===== src/rtl/counter_cmd_ctrl.sv =====
// counter_cmd_ctrl: debounces two raw push-buttons and issues clean, registered
// single-cycle set/load command pulses for the downstream 3-bit counter.
// The load command auto-repeats while its button stays held.
//
// Ports:
//   clk        - clock, all state on rising edge
//   reset_n    - asynchronous active-low reset
//   btn_set    - raw set button (async, active-high, bouncy)
//   btn_load   - raw load button (async, active-high, bouncy)
//   set        - one-cycle pulse per qualified set press
//   load       - one-cycle pulse per qualified load press and per repeat
//   set_held   - debounced set button level
//   load_held  - debounced load button level
module counter_cmd_ctrl #(
    parameter int unsigned DB_CYCLES  = 8,
    parameter int unsigned RPT_CYCLES = 32,
    parameter int unsigned CW         = 6
) (
    input  logic clk,
    input  logic reset_n,
    input  logic btn_set,
    input  logic btn_load,
    output logic set,
    output logic load,
    output logic set_held,
    output logic load_held
);

    localparam int unsigned NCH = 2;   // channel 0 = set, channel 1 = load
    localparam logic [CW-1:0] DB_LAST  = CW'(DB_CYCLES - 1);
    localparam logic [CW-1:0] RPT_LAST = CW'(RPT_CYCLES - 1);

    typedef enum logic [1:0] {
        IDLE    = 2'd0,
        ARM     = 2'd1,
        PRESSED = 2'd2,
        REL     = 2'd3
    } state_t;

    logic [NCH-1:0] w_btn;
    logic [NCH-1:0] r_s1;
    logic [NCH-1:0] r_s2;

    state_t        r_state     [NCH];
    state_t        w_state_nxt [NCH];
    logic [CW-1:0] r_dc        [NCH];
    logic [CW-1:0] w_dc_nxt    [NCH];
    logic [NCH-1:0] w_press;

    logic [CW-1:0] r_rc;
    logic [CW-1:0] w_rc_nxt;
    logic          w_rpt;

    logic w_set_evt;
    logic w_load_evt;
    logic r_set;
    logic r_load;
    logic r_load_pend;
    logic r_set_held;
    logic r_load_held;

    assign w_btn = {btn_load, btn_set};

    // Two-flop synchronizers for both buttons
    always_ff @(posedge clk or negedge reset_n) begin
        if (!reset_n) begin
            r_s1 <= '0;
            r_s2 <= '0;
        end else begin
            r_s1 <= w_btn;
            r_s2 <= r_s1;
        end
    end

    // Channel FSM state and debounce counter registers
    always_ff @(posedge clk or negedge reset_n) begin
        if (!reset_n) begin
            for (int i = 0; i < NCH; i++) begin
                r_state[i] <= IDLE;
                r_dc[i]    <= '0;
            end
            r_rc <= '0;
        end else begin
            for (int i = 0; i < NCH; i++) begin
                r_state[i] <= w_state_nxt[i];
                r_dc[i]    <= w_dc_nxt[i];
            end
            r_rc <= w_rc_nxt;
        end
    end

    // Channel next-state logic and press events
    always_comb begin
        for (int i = 0; i < NCH; i++) begin
            w_state_nxt[i] = r_state[i];
            w_dc_nxt[i]    = r_dc[i];
            w_press[i]     = 1'b0;
            case (r_state[i])
                IDLE: begin
                    if (r_s2[i]) begin
                        w_state_nxt[i] = ARM;
                        w_dc_nxt[i]    = '0;
                    end
                end
                ARM: begin
                    if (!r_s2[i]) begin
                        w_state_nxt[i] = IDLE;
                    end else if (r_dc[i] == DB_LAST) begin
                        w_state_nxt[i] = PRESSED;
                        w_press[i]     = 1'b1;
                    end else begin
                        w_dc_nxt[i] = r_dc[i] + CW'(1);
                    end
                end
                PRESSED: begin
                    if (!r_s2[i]) begin
                        w_state_nxt[i] = REL;
                        w_dc_nxt[i]    = '0;
                    end
                end
                REL: begin
                    if (r_s2[i]) begin
                        w_state_nxt[i] = PRESSED;
                    end else if (r_dc[i] == DB_LAST) begin
                        w_state_nxt[i] = IDLE;
                    end else begin
                        w_dc_nxt[i] = r_dc[i] + CW'(1);
                    end
                end
                default: begin
                    w_state_nxt[i] = IDLE;
                end
            endcase
        end
    end

    // Load repeat counter: runs only while staying in PRESSED, held at 0
    // otherwise so every entry to PRESSED starts a fresh repeat phase.
    always_comb begin
        w_rc_nxt = '0;
        w_rpt    = 1'b0;
        if (r_state[1] == PRESSED && r_s2[1]) begin
            if (r_rc == RPT_LAST) begin
                w_rpt = 1'b1;
            end else begin
                w_rc_nxt = r_rc + CW'(1);
            end
        end
    end

    assign w_set_evt  = w_press[0];
    assign w_load_evt = w_press[1] | w_rpt;

    // Output arbitration: set wins a collision, load is deferred one cycle
    // via load_pend; a pending load merges with any new load event.
    always_ff @(posedge clk or negedge reset_n) begin
        if (!reset_n) begin
            r_set       <= 1'b0;
            r_load      <= 1'b0;
            r_load_pend <= 1'b0;
            r_set_held  <= 1'b0;
            r_load_held <= 1'b0;
        end else begin
            r_set       <= w_set_evt;
            r_load      <= ~w_set_evt & (w_load_evt | r_load_pend);
            r_load_pend <= w_set_evt & (w_load_evt | r_load_pend);
            r_set_held  <= (w_state_nxt[0] == PRESSED) || (w_state_nxt[0] == REL);
            r_load_held <= (w_state_nxt[1] == PRESSED) || (w_state_nxt[1] == REL);
        end
    end

    assign set       = r_set;
    assign load      = r_load;
    assign set_held  = r_set_held;
    assign load_held = r_load_held;

endmodule


===== config.mk =====
export PLATFORM = sky130hd
export DESIGN_NAME = counter_cmd_ctrl
export DESIGN_NICKNAME = d
export VERILOG_FILES = /design/src/rtl/counter_cmd_ctrl.sv
export SDC_FILE = /design/constraint.sdc
export NUM_CORES = 1
export LEC_CHECK = 0
export CORE_MARGIN = 3
export CORE_UTILIZATION = 62
export CTS_BUF_LIST = sky130_fd_sc_hd__clkbuf_16
export DETAILED_ROUTE_END_ITERATION = 16
export PLACE_DENSITY = 0.82
export SYNTH_ARGS = -nofsm -noshare
export SYNTH_HDL_FRONTEND = slang
export SYNTH_SLANG_ARGS = --single-unit

===== constraint.sdc =====
create_clock -name clk -period 2.27 [get_ports clk]
set_input_delay 0.227 -clock clk [delete_from_list [all_inputs] [get_ports clk]]
set_output_delay 0.227 -clock clk [all_outputs]
set_load 0.005 [all_outputs]

Yosys cells after proc, flatten, opt, wreduce, memory -nomap -nowiden
Index checks and enable logic that the tools add are counted.
{"block": "word_totals", "inputBits": 4, "ff_bits": 31, "output_inout_bits": 4, "elab_cells": 84}
{"block": "op_classes", "n_addsub": 3, "n_eq_ne": 21, "mux": 36, "bitwise_logic": 5, "n_reduce_logical": 7}
{"cell": "$mux W6", "n": 12}
{"cell": "$pmux W6 S4", "n": 2}
{"cell": "$mux W2", "n": 12}
{"cell": "$add A6 B1 Y6 const B", "n": 3}
{"cell": "$eq A2 B2 Y1 const B", "n": 8}
{"cell": "$ne A2 B2 Y1 const B", "n": 8}
{"cell": "$pmux W2 S4", "n": 2}
{"cell": "$eq A6 B3 Y1 const B", "n": 2}
{"cell": "$mux W1", "n": 8}
{"cell": "$reduce_and A4 Y1", "n": 2}
{"cell": "$eq A6 B5 Y1 const B", "n": 1}
{"cell": "$eq A2 B1 Y1 const B", "n": 2}
{"cell": "$logic_not A2 Y1", "n": 2}
{"cell": "$and A1 B1 Y1", "n": 2}
{"cell": "$logic_or A1 B1 Y1", "n": 2}
{"cell": "$or A1 B1 Y1", "n": 2}
{"cell": "$logic_and A1 B1 Y1", "n": 1}
{"cell": "$not A1 Y1", "n": 1}

Logic depth before layout (Yosys ltp)
Gate-level depths: netlist of the first run.
{"block": "logic_depth", "depth_word": 7, "depth_mapped": 4}

Worst setup path before layout of the first run
Ideal clock, no wire load.
{"block": "synth_timing", "path_type": "reg2reg", "from": "register r_dc[6] (netlist name)", "to": "register r_dc[6] (netlist name)", "required_time_ns": 2.145, "setup_time_ns": 0.125, "setup_slack_ns": 0.799, "path_stages_with_launch": 5, "arrival_time_ns": 1.346, "period_less_slack_ns": 1.471, "path_cell_list": "dfrtp_1 > ha_1 > and3_1 > a21oi_2 > mux2_2"}
{"block": "synth_between", "elab_chain_len": 4}
{"element": "start, declared", "line": "46", "source": "logic [CW-1:0] r_dc [NCH];"}
{"element": "start signal, assigned by index", "line": "86", "source": "r_dc[i] <= w_dc_nxt[i];"}
{"element": "$add A6 B1 Y6 or $eq A6 B3 Y1 (tied branches)"}
{"element": "$mux W6 *", "line": "108, 124"}
{"element": "$mux W6 (on tied branches)", "line": "122, 106"}
{"element": "$pmux W6 S4 *", "line": "98", "source": "case (r_state[i])"}
Every way passes the cells marked *; elsewhere a longest branch is shown, timed or not. The select of a mux whose other input is x is not followed.
A chain may end at the register's enable or synchronous reset.

Worst setup path in the final report of the first run
Ends and elaborated chain as after synthesis.

==> results of run 1 <==
report_power, final:
group	switching, mW	leakage (nW)	internal, mW
combinational	0.193	0.288	0.215
sequential	0.139	0.399	0.633
clock	0.205	0.0694	0.393
total	0.537	0.757	1.24
cell usage in the layout (no fill, tap or decap), types with 3 or more instances in the layout:
master	n
o21ai_0	4
mux2_2	4
and3_1	5
clkdlybuf4s50_1	7
mux2i_1	3
nand2_1	11
dfrtp_1	30
xor2_1	3
nand3_1	7
inv_1	4
or3_1	3
ha_1	3
nor2_1	5
a21oi_1	6
clkbuf_16	5
per-layer routing:
metal  wire [um]  vias to the layer above
met4          46                        0
met2        1490                       26
met5           0                        -
met1        1020                      478
li1            -                      457
met3         113                        4
final timing paths:
| path | depth (start not counted) | endpoint | startpoint | slack (ns) |
|---|---|---|---|---|
| worst min register to register | 0 | r_s2[1]$_DFF_PN0_ | r_s1[1]$_DFF_PN0_ | 0.35 |
| max in group asynchronous | 2 | r_s2[1]$_DFF_PN0_ | reset_n | 1.65 |
| worst max register to register | 4 | r_dc[6]$_DFFE_PN0P_ | r_dc[6]$_DFFE_PN0P_ | 0.66 |
| worst max-delay path | 4 | r_dc[6]$_DFFE_PN0P_ | r_dc[6]$_DFFE_PN0P_ | 0.66 |
| min in group clk | 0 | r_s2[1]$_DFF_PN0_ | r_s1[1]$_DFF_PN0_ | 0.35 |
| worst min-delay path | 2 | r_rc[3]$_DFF_PN0_ | reset_n | 0.35 |
flip-flops by register name (all words and copies together) (netlist names):
register and cells:
r_s1 2, load 1, r_state 3, r_load_pend 1, set 1, r_dc 12
set_held 1, r_rc 6, load_held 1, r_s2 2
area by class of cell:
| cell class | count | share of cell area |
|---|---|---|
| Clock inverter | 2 | 0.00619 |
| Sequential cell | 30 | 0.464 |
| Inverter | 4 | 0.00929 |
| Timing Repair Buffer | 8 | 0.0480 |
| Tap cell | 27 | 0.0209 |
| Clock buffer | 5 | 0.0774 |
| Multi-Input combinational cell | 83 | 0.374 |
metrics by stage:
step | utilization | std cells
2_1_floorplan | - | 118
3_3_place_gp | 0.733 | 152
3_5_place_dp | 0.733 | 152
4_1_cts | 0.800 | 159
5_1_grt | 0.800 | 159
6_report | 0.800 | 159
cells by family (layout without fill, tap and decap cells):
kind of cell,after synthesis,count (layout),share of synthesized area
muxes,8,8,0.0655
adders and majority gates,3,3,0.0273
xor gates and xnor gates,6,6,0.0437
and+or+nand+nor,45,45,0.195
DFF,30,30,0.546
buffers and inverters,5,19,0.0146
AOI/OAI and AO/OA,21,21,0.108
==> flow_metrics.tcl, run 1 <==
set metrics [dict create \
    synth_top_cell_by_area "dfrtp_1" \
    synth-edff-count 0 \
    antenna_found_initial 0 \
    drt_iter0_drc 19 \
    endpoint_kind "register" \
    total_power_mw 1.78 \
    cts_tree "done" \
    ios 8 \
    yosysSeqAreaShare 0.546 \
    drcViolationCount 0 \
    netlist_top_cells_count "dfrtp_1, nand2_1, nand3_1" \
    holdWs_ns 0.349 \
    area_growth_pct 17.6 \
    grt.met1_usage 0.248 \
    clock-sinks 30 \
    setup-tns-final_ns 0 \
    fin_crit_ns 1.61 \
    grt_max_degree 31 \
    rsz0062_at_grt "false" \
    clk_latency_ns 0.27 \
    fp-row-count 16 \
    syn_nets 125 \
    routabilityCongestion 0.783 \
    synth.area.top_cells "dfrtp_1, mux2_2, nand2_1, ha_1, nand3_1" \
    die_y_um 53.1 \
    fmax_ghz 0.621 \
    port_buffers 7 \
    setup_violations 0 \
    seq_area_sq_um 751 \
    dp_hpwl_um 1700 \
    met3_usage 0.0761 \
    n_antenna_cell 0 \
    place_area_sq_mm 0.00148 \
    max-vdd-ir-drop_uv 928 \
    clockBufferDepth 2 \
    powerDensity_mw_per_mm2 1100 \
    status "finished clean" \
    layout-drive-gt1-share 0.144 \
    synth_warnings 0 \
    avgViaCountPerCell 6.07 \
    leakage_nw 0.757 \
    crit_chain "ha_1 > and3_1 > a21oi_2 > mux2_2" \
    track_usage 0.243 \
    min_path_type "primary input to async pin" \
    final_nets 139 \
    slew_viol_final 0 \
    syn_inst 118 \
    met2_usage 0.444 \
    synth_flop_cell "dfrtp_1" \
    drt-total-wl_um 2670 \
    fp.dieArea_sq_mm 0.00282 \
    critPathArrivalTime_ns 1.76 \
    cts_setup_buffers 0 \
    ctsResizeCount 0 \
    syn_avg_cell_area_sq_um 11.7 \
    gr-total-overflow 0 \
    postLayoutCellArea_sq_mm 0.00162 \
    fin_skew_ns 0.00232 \
    wire_per_inst_um 16.8 \
    core_sq_mm 0.00202 \
    synth_most_common_cell "dfrtp_1" \
    dr_total_vias 965 \
    path_buf_inv 0 \
    fill_cells 111 \
    cp-start-kind "register" \
    layout_setup_ws_ns 0.661 \
    grt_busiest_layer "met2" \
    grt_pass1_wl_um 4620 \
    die_w_um 53.1 \
    synth_top_area_frac 0.546 \
    relSlewSlack 0.641 \
    hold_viol_final 0 \
    first_pass_iters 4 \
    crit_fanout 4 \
    path_delay_family "flip-flops" \
    cts_hold_buf 0 \
    worst_pin_slew_ns 0.535 \
    dpl_worst_slack_ns 0.705 \
    synth_seq_cells 30 \
    maxCapViolCount 0 \
    root_buffer "clkbuf_16" \
    ys_async_sr_fraction 1.00 \
    multi_input_area_sq_um 604 \
    htreeDepth 2 \
    grt_pass1_vias 1014 \
    clk_pin_slew_ns 0.05 \
    worstSetupPathType "register to register" \
    ant_nets 0 \
    cpPeakStageDelay_ns 0.40 \
    cp.required_ns 2.42 \
    ys_types 38 \
    period_share 0.709 \
    initial_core_util 0.680 \
    numCtsBuffers 5 \
    syn-cell-area_sq_mm 0.00138 \
    slowest_stage "dfrtp_1" \
]
Note: power is estimated with default switching activity, not from simulation.
==> run 2, diff against run 1 <==
--- a/config.mk
+++ b/config.mk
@@ -6,10 +6,10 @@
 export NUM_CORES = 1
 export LEC_CHECK = 0
 export CORE_MARGIN = 3
-export CORE_UTILIZATION = 62
+export CORE_UTILIZATION = 57
 export CTS_BUF_LIST = sky130_fd_sc_hd__clkbuf_16
 export DETAILED_ROUTE_END_ITERATION = 16
-export PLACE_DENSITY = 0.82
+export PLACE_DENSITY = 0.77
 export SYNTH_ARGS = -nofsm -noshare
 export SYNTH_HDL_FRONTEND = slang
 export SYNTH_SLANG_ARGS = --single-unit
==> constraint.sdc (replaced) <==
create_clock -name clk -period 1.5 [get_ports clk]
set_input_delay 0.15 -clock clk [delete_from_list [all_inputs] [get_ports clk]]
set_output_delay 0.15 -clock clk [all_outputs]
set_load 0.005 [all_outputs]
==> flow_metrics.tcl, run 2 (synthesized netlist as in run 1, its figures left out) <==
set metrics [dict create \
    relSlewSlack 0.676 \
    slew_viol_final 0 \
    endpoint_kind "register" \
    n_antenna_cell 0 \
    largest_register_ffs 12 \
    fin_crit_ns 1.43 \
    layout-drive-gt1-share 0.233 \
    cp-start-kind "register" \
    ios 8 \
    first_pass_iters 4 \
    grt_pass1_wl_um 4490 \
    die_w_um 55.1 \
    cp.required_ns 1.66 \
    clk_pin_slew_ns 0.05 \
    reg_top3 "r_dc (12), r_rc (6), r_state (3)" \
    dp_cells 164 \
    dp_hpwl_um 1740 \
    fp-row-count 17 \
    maxCapViolCount 0 \
    track_usage 0.220 \
    hold_viol_final 0 \
    clk_latency_ns 0.27 \
    port_buffers 7 \
    routabilityCongestion 0.775 \
    die_y_um 55.1 \
    regMostFlops "r_dc" \
    clock-sinks 30 \
    min_path_type "primary input to async pin" \
    fill_cells 157 \
    layout_commonest_cell "dfrtp_1" \
    status "finished clean" \
    initial_core_util 0.610 \
    core_sq_mm 0.00225 \
    ant_nets 0 \
    drcViolationCount 0 \
    grt_pass1_vias 999 \
    fin_skew_ns 0.00481 \
    setup_violations 0 \
    htreeDepth 2 \
    antenna_found_initial 0 \
    leakage_nw 0.820 \
    drt_iter0_drc 22 \
    final_nets 152 \
    fmax_ghz 0.698 \
    period_share 0.956 \
    avgViaCountPerCell 5.75 \
    grt_max_degree 31 \
    area_growth_pct 25.9 \
    powerDensity_mw_per_mm2 1670 \
    setup-tns-final_ns 0 \
    dr_total_vias 1001 \
    cts_tree "done" \
    rsz0062_at_grt "true" \
    numCtsBuffers 5 \
    fp.dieArea_sq_mm 0.00304 \
    worst_pin_slew_ns 0.482 \
    crit_fanout 2 \
    gr-total-overflow 0 \
    max-vdd-ir-drop_uv 1360 \
    cts_hold_buf 0 \
    worstSetupPathType "register to register" \
    drt-total-wl_um 2650 \
    clockBufferDepth 2 \
    root_buffer "clkbuf_16" \
    stdcell_count 174 \
    wire_per_inst_um 15.2 \
    mostFrequentLayoutCells "dfrtp_1, buf_4, nand2_1, nand3_1, clkdlybuf4s50_1" \
    critPathArrivalTime_ns 1.59 \
]
-- run 2: report_power, final --
part,leakage [nW],internal [mW],switching (mW)
registers,0.396,0.958,0.145
logic,0.352,0.464,0.406
clock network,0.0724,0.597,0.326
-- run 2: path summary, 6_finish.rpt --
kind | start | to | slack (ns) | cells past startpoint
min in group clk | btn_load | r_s1[1]$_DFF_PN0_ | 0.32 | 1
max | r_dc[5]$_DFFE_PN0P_ | load_held$_DFF_PN0_ | 0.07 | 4
min reg2reg | r_s1[1]$_DFF_PN0_ | r_s2[1]$_DFF_PN0_ | 0.35 | 0
max reg2reg | r_dc[5]$_DFFE_PN0P_ | load_held$_DFF_PN0_ | 0.07 | 4
max in group asynchronous | reset_n | r_dc[5]$_DFFE_PN0P_ | 0.94 | 2
min | reset_n | r_rc[0]$_DFF_PN0_ | 0.27 | 2
-- run 2: layer usage --
metal  vias to the layer above  global-route usage  wire [um]
met4                         0               0.121         67
met2                        23               0.341       1260
met3                         6              0.0912        141
met5                         -                   0          0
li1                        482                   -          -
met1                       490               0.258       1180
-- run 2: area by class of cell --
cell class,count,area [sq um],share of cell area
Inverter,4,15.0,0.00867
Timing Repair Buffer,21,175,0.101
Multi-Input combinational cell,83,616,0.355
Sequential cell,30,753,0.435
Tap cell,28,35.0,0.0202
Clock buffer,5,125,0.0723
Clock inverter,3,12.5,0.00723
-- run 2: timing repair --
action	in CTS	in global routing
buffers inserted	0	2
pin swaps	0	2
gates cloned	0	0
resized for setup	1	3
setup endpoints to repair	1	6
-- run 2: stage by stage --
stage	hold WS [ns]	instance area, sq um	util	worst slack [ns]	total power [mW]
global placement	0.337	1570	0.694	0.0642	1.88
detailed placement	0.336	1570	0.694	0.00877	1.91
CTS	0.280	1710	0.759	0.0457	2.89
finish	0.267	1730	0.768	0.0665	2.90
global route	0.313	1730	0.768	-0.0320	3.08
floorplan	-0.146	1380	-	0.0294	1.58
-- run 2: critical path, stage by stage, from the launching register on --
cell and delay, ns:
dfrtp_2 0.41, nor4b_4 0.37, buf_4 0.18, nand3_1 0.07
mux2_2 0.28
